**config.mk**
```make
export PLATFORM = sky130hd
export DESIGN_NAME = paper_video_timing
export DESIGN_NICKNAME = d
export VERILOG_FILES = /design/src/rtl/paper_video_timing.sv
export SDC_FILE = /design/constraint.sdc
export NUM_CORES = 1
export LEC_CHECK = 0
export CAP_MARGIN = 20
export CORE_MARGIN = 3
export CORE_UTILIZATION = 53
export CTS_BUF_LIST = sky130_fd_sc_hd__clkbuf_4
export CTS_CLUSTER_DIAMETER = 40
export DETAILED_ROUTE_END_ITERATION = 12
export PLACE_DENSITY = 0.87
export SYNTH_ARGS = -nofsm -noshare
export SYNTH_HDL_FRONTEND = slang
export SYNTH_SLANG_ARGS = --single-unit
```
**constraint.sdc**
```tcl
create_clock -name clk_i -period 5.1 [get_ports clk_i]
set_input_delay 0.765 -clock clk_i [delete_from_list [all_inputs] [get_ports clk_i]]
set_output_delay 0.765 -clock clk_i [all_outputs]
set_load 0.05 [all_outputs]
```
**src/rtl/paper_video_timing.sv**
```systemverilog
// Raster timing generator for the HDMI output path: pulls RGB pixels from the
// pixel FIFO and emits data/DE/HSync/VSync, starting and stopping on frame boundaries.
module paper_video_timing #(
  parameter int H_ACTIVE  = 640,
  parameter int H_FP      = 16,
  parameter int H_SYNC    = 96,
  parameter int H_BP      = 48,
  parameter int V_ACTIVE  = 480,
  parameter int V_FP      = 10,
  parameter int V_SYNC    = 2,
  parameter int V_BP      = 33,
  parameter bit HSYNC_POL = 1'b0,
  parameter bit VSYNC_POL = 1'b0,
  parameter int CNT_WIDTH = 12
) (
  input  logic        clk_i,
  input  logic        rst_i,
  input  logic        enable_i,
  input  logic [23:0] px_data_i,
  input  logic        px_valid_i,
  output logic        px_ready_o,
  output logic [23:0] data_o,
  output logic        de_o,
  output logic        hsync_o,
  output logic        vsync_o,
  output logic        frame_start_o,
  output logic        underflow_o,
  input  logic        underflow_clr_i,
  output logic        running_o
);

  localparam int H_TOTAL = H_ACTIVE + H_FP + H_SYNC + H_BP;
  localparam int V_TOTAL = V_ACTIVE + V_FP + V_SYNC + V_BP;

  typedef logic [CNT_WIDTH-1:0] cnt_t;

  localparam cnt_t CNT_ONE    = cnt_t'(1);
  localparam cnt_t H_ACT_END  = cnt_t'(H_ACTIVE);
  localparam cnt_t H_SYNC_BEG = cnt_t'(H_ACTIVE + H_FP);
  localparam cnt_t H_SYNC_END = cnt_t'(H_ACTIVE + H_FP + H_SYNC);
  localparam cnt_t H_LAST     = cnt_t'(H_TOTAL - 1);
  localparam cnt_t V_ACT_END  = cnt_t'(V_ACTIVE);
  localparam cnt_t V_SYNC_BEG = cnt_t'(V_ACTIVE + V_FP);
  localparam cnt_t V_SYNC_END = cnt_t'(V_ACTIVE + V_FP + V_SYNC);
  localparam cnt_t V_LAST     = cnt_t'(V_TOTAL - 1);

  typedef enum logic [1:0] {
    IDLE,
    RUN,
    STOPPING
  } state_t;

  state_t state, state_next;
  cnt_t   h_cnt, v_cnt;
  logic   running, h_last, frame_last;
  logic   active, hs, vs, underflow_evt;

  always_comb begin
    running       = (state != IDLE);
    h_last        = (h_cnt == H_LAST);
    frame_last    = h_last && (v_cnt == V_LAST);
    // Counters sit at 0 in IDLE, so every decode is qualified by running.
    active        = running && (h_cnt < H_ACT_END) && (v_cnt < V_ACT_END);
    hs            = running && (h_cnt >= H_SYNC_BEG) && (h_cnt < H_SYNC_END);
    vs            = running && (v_cnt >= V_SYNC_BEG) && (v_cnt < V_SYNC_END);
    underflow_evt = active && !px_valid_i;
  end

  // No pixel is popped from the FIFO while reset is asserted.
  assign px_ready_o = active && !rst_i;
  assign running_o  = running;

  always_comb begin
    // NOTE: state_next gets its default before the case so no path leaves it
    // unassigned; otherwise synthesis infers a latch.
    state_next = state;
    case (state)
      IDLE:     if (enable_i) state_next = RUN;
      RUN:      if (!enable_i) state_next = STOPPING;
      STOPPING: begin
        if (enable_i)        state_next = RUN;
        else if (frame_last) state_next = IDLE;
      end
      default:  state_next = IDLE;
    endcase
  end

  always_ff @(posedge clk_i) begin
    // NOTE: sequential state uses non-blocking assignments so every flop samples
    // pre-edge values and simulation order between blocks cannot matter.
    if (rst_i) begin
      state <= IDLE;
      h_cnt <= '0;
      v_cnt <= '0;
    end else begin
      state <= state_next;
      if (!running) begin
        h_cnt <= '0;
        v_cnt <= '0;
      end else if (h_last) begin
        h_cnt <= '0;
        v_cnt <= (v_cnt == V_LAST) ? '0 : v_cnt + CNT_ONE;
      end else begin
        h_cnt <= h_cnt + CNT_ONE;
      end
    end
  end

  always_ff @(posedge clk_i) begin
    if (rst_i) begin
      de_o          <= 1'b0;
      data_o        <= '0;
      hsync_o       <= ~HSYNC_POL;
      vsync_o       <= ~VSYNC_POL;
      frame_start_o <= 1'b0;
      underflow_o   <= 1'b0;
    end else begin
      de_o          <= active;
      data_o        <= (active && px_valid_i) ? px_data_i : '0;
      hsync_o       <= hs ? HSYNC_POL : ~HSYNC_POL;
      vsync_o       <= vs ? VSYNC_POL : ~VSYNC_POL;
      frame_start_o <= active && (h_cnt == '0) && (v_cnt == '0);
      // A fresh underflow outranks a clear arriving in the same cycle.
      if (underflow_evt)        underflow_o <= 1'b1;
      else if (underflow_clr_i) underflow_o <= 1'b0;
    end
  end

endmodule
```
# Word level (Yosys, flattened, before mapping)
# Index checks and enable logic that the tools add are counted.
# Widths: inputs -> output; s select.
# classes
bitwise_logic	2
n_reduce_logical	23
eq_ne	7
addsub	2
order_cmp	6
n_mux	10
# ops
operator	n
$add 12x1->12 const B	2
$eq 12x10->1 const B	2
$logic_not 12->1	2
$lt 12x10->1 const B	2
$lt 12x9->1 const B	2
$ge 12x10->1 const B	1
$ge 12x9->1 const B	1
$logic_and 1x1->1	12
$mux 12	1
$mux 2	4
$pmux 2 s3	1
$mux 1	4
$ne 2x2->1 const B	2
$reduce_bool 2->1	2
$reduce_or 2->1	2
$ne 3x3->1 const B	1
$reduce_and 3->1	1
$reduce_or 3->1	1
$eq 2x1->1 const B	1
$eq 2x2->1 const B	1
$logic_not 1->1	2
$logic_not 2->1	1
$not 1->1	2
# totals
out_inout_bits	31
input_bits	29
ff_bits	55
word_cells	59

# Longest topological paths before layout
# depth
word_depth	6
ltp_mapped	7
mapped_depth_nobuf	6

# Worst setup path after synthesis
# Ideal clock, no wire load.
# synth_timing
path_type	in2out
start	input port rst_i
end	output port px_ready_o
slack_ps	2448
n_path_buf	0
required_time_ps	4335
arrival_ps	1887
stages	4
cell_sequence	o21ba_2 nand3_1 or3b_2 inv_1
# synth_via
elab_chain_cells	2
# synth_lines
element	line_no	source
start, declared	17	input logic rst_i,
$logic_not 1->1	70	assign px_ready_o = active && !rst_i;
$logic_and 1x1->1	70	
end, declared	21	output logic px_ready_o,
# No other way between the ends.

# Worst setup path after layout
# Ends and elaborated chain as after synthesis.

==> results.json <==
{
  "yosysSeqAreaShare_pct": 51.83,
  "syn2layout_area_growth_pct": 33.04,
  "cp-start-kind": "input pin",
  "finalHoldViolations": 0,
  "coreArea_sq_um": 3771,
  "max_freq_mhz": 258.6,
  "antenna_left": 0,
  "crit_top_cell": "clkdlybuf4s50_1",
  "netlist_instances": 228,
  "num_io_pins": 60,
  "peakVddDrop_mv": 0.2046,
  "stdcell_count": 339,
  "r2r_cells": 5,
  "maxSlewViolCount": 0,
  "slowest_stage": "clkdlybuf4s50_1",
  "drv_cap": 0,
  "synth_cell_types": 34,
  "crit_fanout": 5,
  "grt_max_degree": 25,
  "synth-seq-cells": 55,
  "cp_data_arrival_time_ps": 3100,
  "hold_slack_ps": 491.6,
  "final_common_cell": "clkdlybuf4s50_1",
  "setup_tns_ps": 0,
  "cts_buffer_depth": 2,
  "rows": 22,
  "clkTransAtPathRegs_ps": 140,
  "synth_area_sq_um": 2125,
  "drive_above_1_share_pct": 7.560,
  "ys_warn_count": 0,
  "fp.dieW_um": 69.32,
  "grt_pass1_wl_mm": 8.121,
  "die_h_um": 69.32,
  "crit_chain": "clkdlybuf4s50_1 -> o21ba_2 -> nand3_1 -> or3b_2 -> inv_1 -> clkdlybuf4s50_1",
  "cts_root_buf": "clkbuf_4",
  "route.vias.total": 1805,
  "period_minus_slack_ps": 3867,
  "cp-end-kind": "output port",
  "slowest_delay_ps": 790,
  "grtUsageTotal_pct": 20.71,
  "post_cts_buffers": 0,
  "setup_viol": 0,
  "grt_setup_unrepaired": "false",
  "numCtsBuffers": 5,
  "cts.sinks": 55,
  "tritoncts": "built",
  "gr-total-overflow": 0,
  "min_path_cells": 2,
  "drc": 0,
  "worstReg2RegEnd": "v_cnt[9]$_SDFFE_PP0N_",
  "syn_area_per_cell_sq_um": 9.318,
  "place.port_buffers": 59,
  "drt_first_iter_violations": 186,
  "h-tree-depth": 2,
  "tightest_slew_ps": 549.8,
  "outcome": "finished clean",
  "first_global_vias": 1732,
  "clk_latency_ps": 370,
  "critical_path_required_ps": 4340,
  "leakagePower_nw": 0.9836,
  "wl_per_cell_um": 14.12,
  "gp_congestion": 0.8847,
  "syn_nets": 261,
  "min_from": "underflow_o$_SDFFE_PP0P_",
  "initial_core_util_pct": 56.34,
  "fin_crit_sh_pct": 75.82,
  "slew_headroom_pct": 63.24,
  "drt_wl_total_mm": 4.788,
  "insertedDiodeCount": 0,
  "nets": 323,
  "fill_cells": 269,
  "dp.final_hpwl_mm": 3.576,
  "hold_end": "underflow_o$_SDFFE_PP0P_",
  "critPathKind": "input pin to output port",
  "vias_per_cell": 5.324,
  "dpl.cell_count": 331,
  "r2r_start": "h_cnt[0]$_SDFF_PP0_",
  "drt_pass1_iterations": 4,
  "die-area_sq_um": 4805,
  "antenna_found_initial": 0,
  "worstHoldPathType": "flip-flop to flip-flop",
  "p_per_area_nw_per_um2": 250.6,
  "hold_buffers": 0,
  "skew_ps": 12.69,
  "cts_resized": 0,
  "final_cell_mix": "clkdlybuf4s50_1 (59), dfxtp_1 (55), and2_1 (26)",
  "regToRegSetupSlack_ps": 2720
}
## report_power, final
group	switching (W)	internal [W]	leakage, nW	total [W]
clock	0.000134	0.0000614	0.0323	0.000195
sequential	0.00000311	0.000437	0.445	0.000440
combinational	0.0000380	0.0000358	0.506	0.0000737
## cell type report
type | instances | area, sq um | share of cell area (%)
clock inverter | 2 | 16.27 | 0.5755
clock buffer | 6 | 45.04 | 1.594
multi-input combinational | 155 | 953.4 | 33.73
sequential | 55 | 1101 | 38.96
tap | 48 | 60.06 | 2.125
timing repair buffer | 61 | 605.6 | 21.43
inverter | 12 | 45.04 | 1.594
## worst max path at each step
| stage | slack [ps] | startpoint | to |
|---|---|---|---|
| 4_1_cts | 1260 | rst_i | px_ready_o |
| 2_1_floorplan | 2450 | rst_i | px_ready_o |
| 6_report | 1230 | rst_i | px_ready_o |
| 3_5_place_dp | 1280 | rst_i | px_ready_o |
| 5_1_grt | 1120 | rst_i | px_ready_o |
| 3_3_place_gp | 1320 | rst_i | px_ready_o |
## layer usage
layer	share of wire (%)	vias to the layer above	track usage, %
met1	41	841	25.20
li1	-	905	-
met4	2.1	0	7.375
met5	0	-	0
met3	4.9	11	3.913
met2	52	48	36.23
## worst max-delay path: cells and delay by family
family          cells  cell delay (ps)
compound gates      1              320
buf+inv             3             1340
simple gates        2              670
## state kept, by name, indices dropped and copies added, names as in the netlist
| name | flops |
|---|---|
| hsync_o | 1 |
| underflow_o | 1 |
| de_o | 1 |
| vsync_o | 1 |
| h_cnt | 12 |
| data_o | 24 |
| v_cnt | 12 |
| frame_start_o | 1 |
| state | 2 |
## synth_stat cells (all sizes together)
cell    instances  share of area, %
xnor2          10               4.1
o31ai           2              0.71
and3            1              0.29
o21ai          11               2.6
nand4           8               2.4
nor3            5               1.2
nor2           20               3.5
clkbuf          4              0.71
ha              4               2.4
or3             8               2.5
buf             2              0.77
and2           26               7.7
inv            12               2.1
nor2b           2              0.59
a211oi          2              0.71
or2             1              0.29
nor4            5               1.5
nor4b           2              0.82
and4            2              0.82
or3b            1              0.41
o21ba           1              0.47
dfxtp          55                52
nand2b          2              0.59
or4             7               3.1
xor2            1              0.41
nand3          10               2.4
nand3b          1              0.35
nand2          12               2.1
a21oi          11               2.8
## metrics by stage
step | power, W | area [sq um] | util [%] | worst slack (ps)
after floorplan | 0.0004840 | 2125 | - | 2448
after global placement | 0.0005212 | 2765 | 73.32 | 1317
after detailed placement | 0.0005225 | 2765 | 73.32 | 1283
after CTS | 0.0007111 | 2826 | 74.95 | 1257
after global routing | 0.0007341 | 2826 | 74.95 | 1120
final | 0.0007084 | 2826 | 74.95 | 1233
## cells by family after synthesis
family          Yosys count  synth area share, %
fa+ha+maj                 4                2.356
xor+xnor                 11                4.535
compound gates           27                7.243
flops                    55                51.83
simple gates            113                30.45
buf+inv                  18                3.592
(Power assumes the default switching activity.)
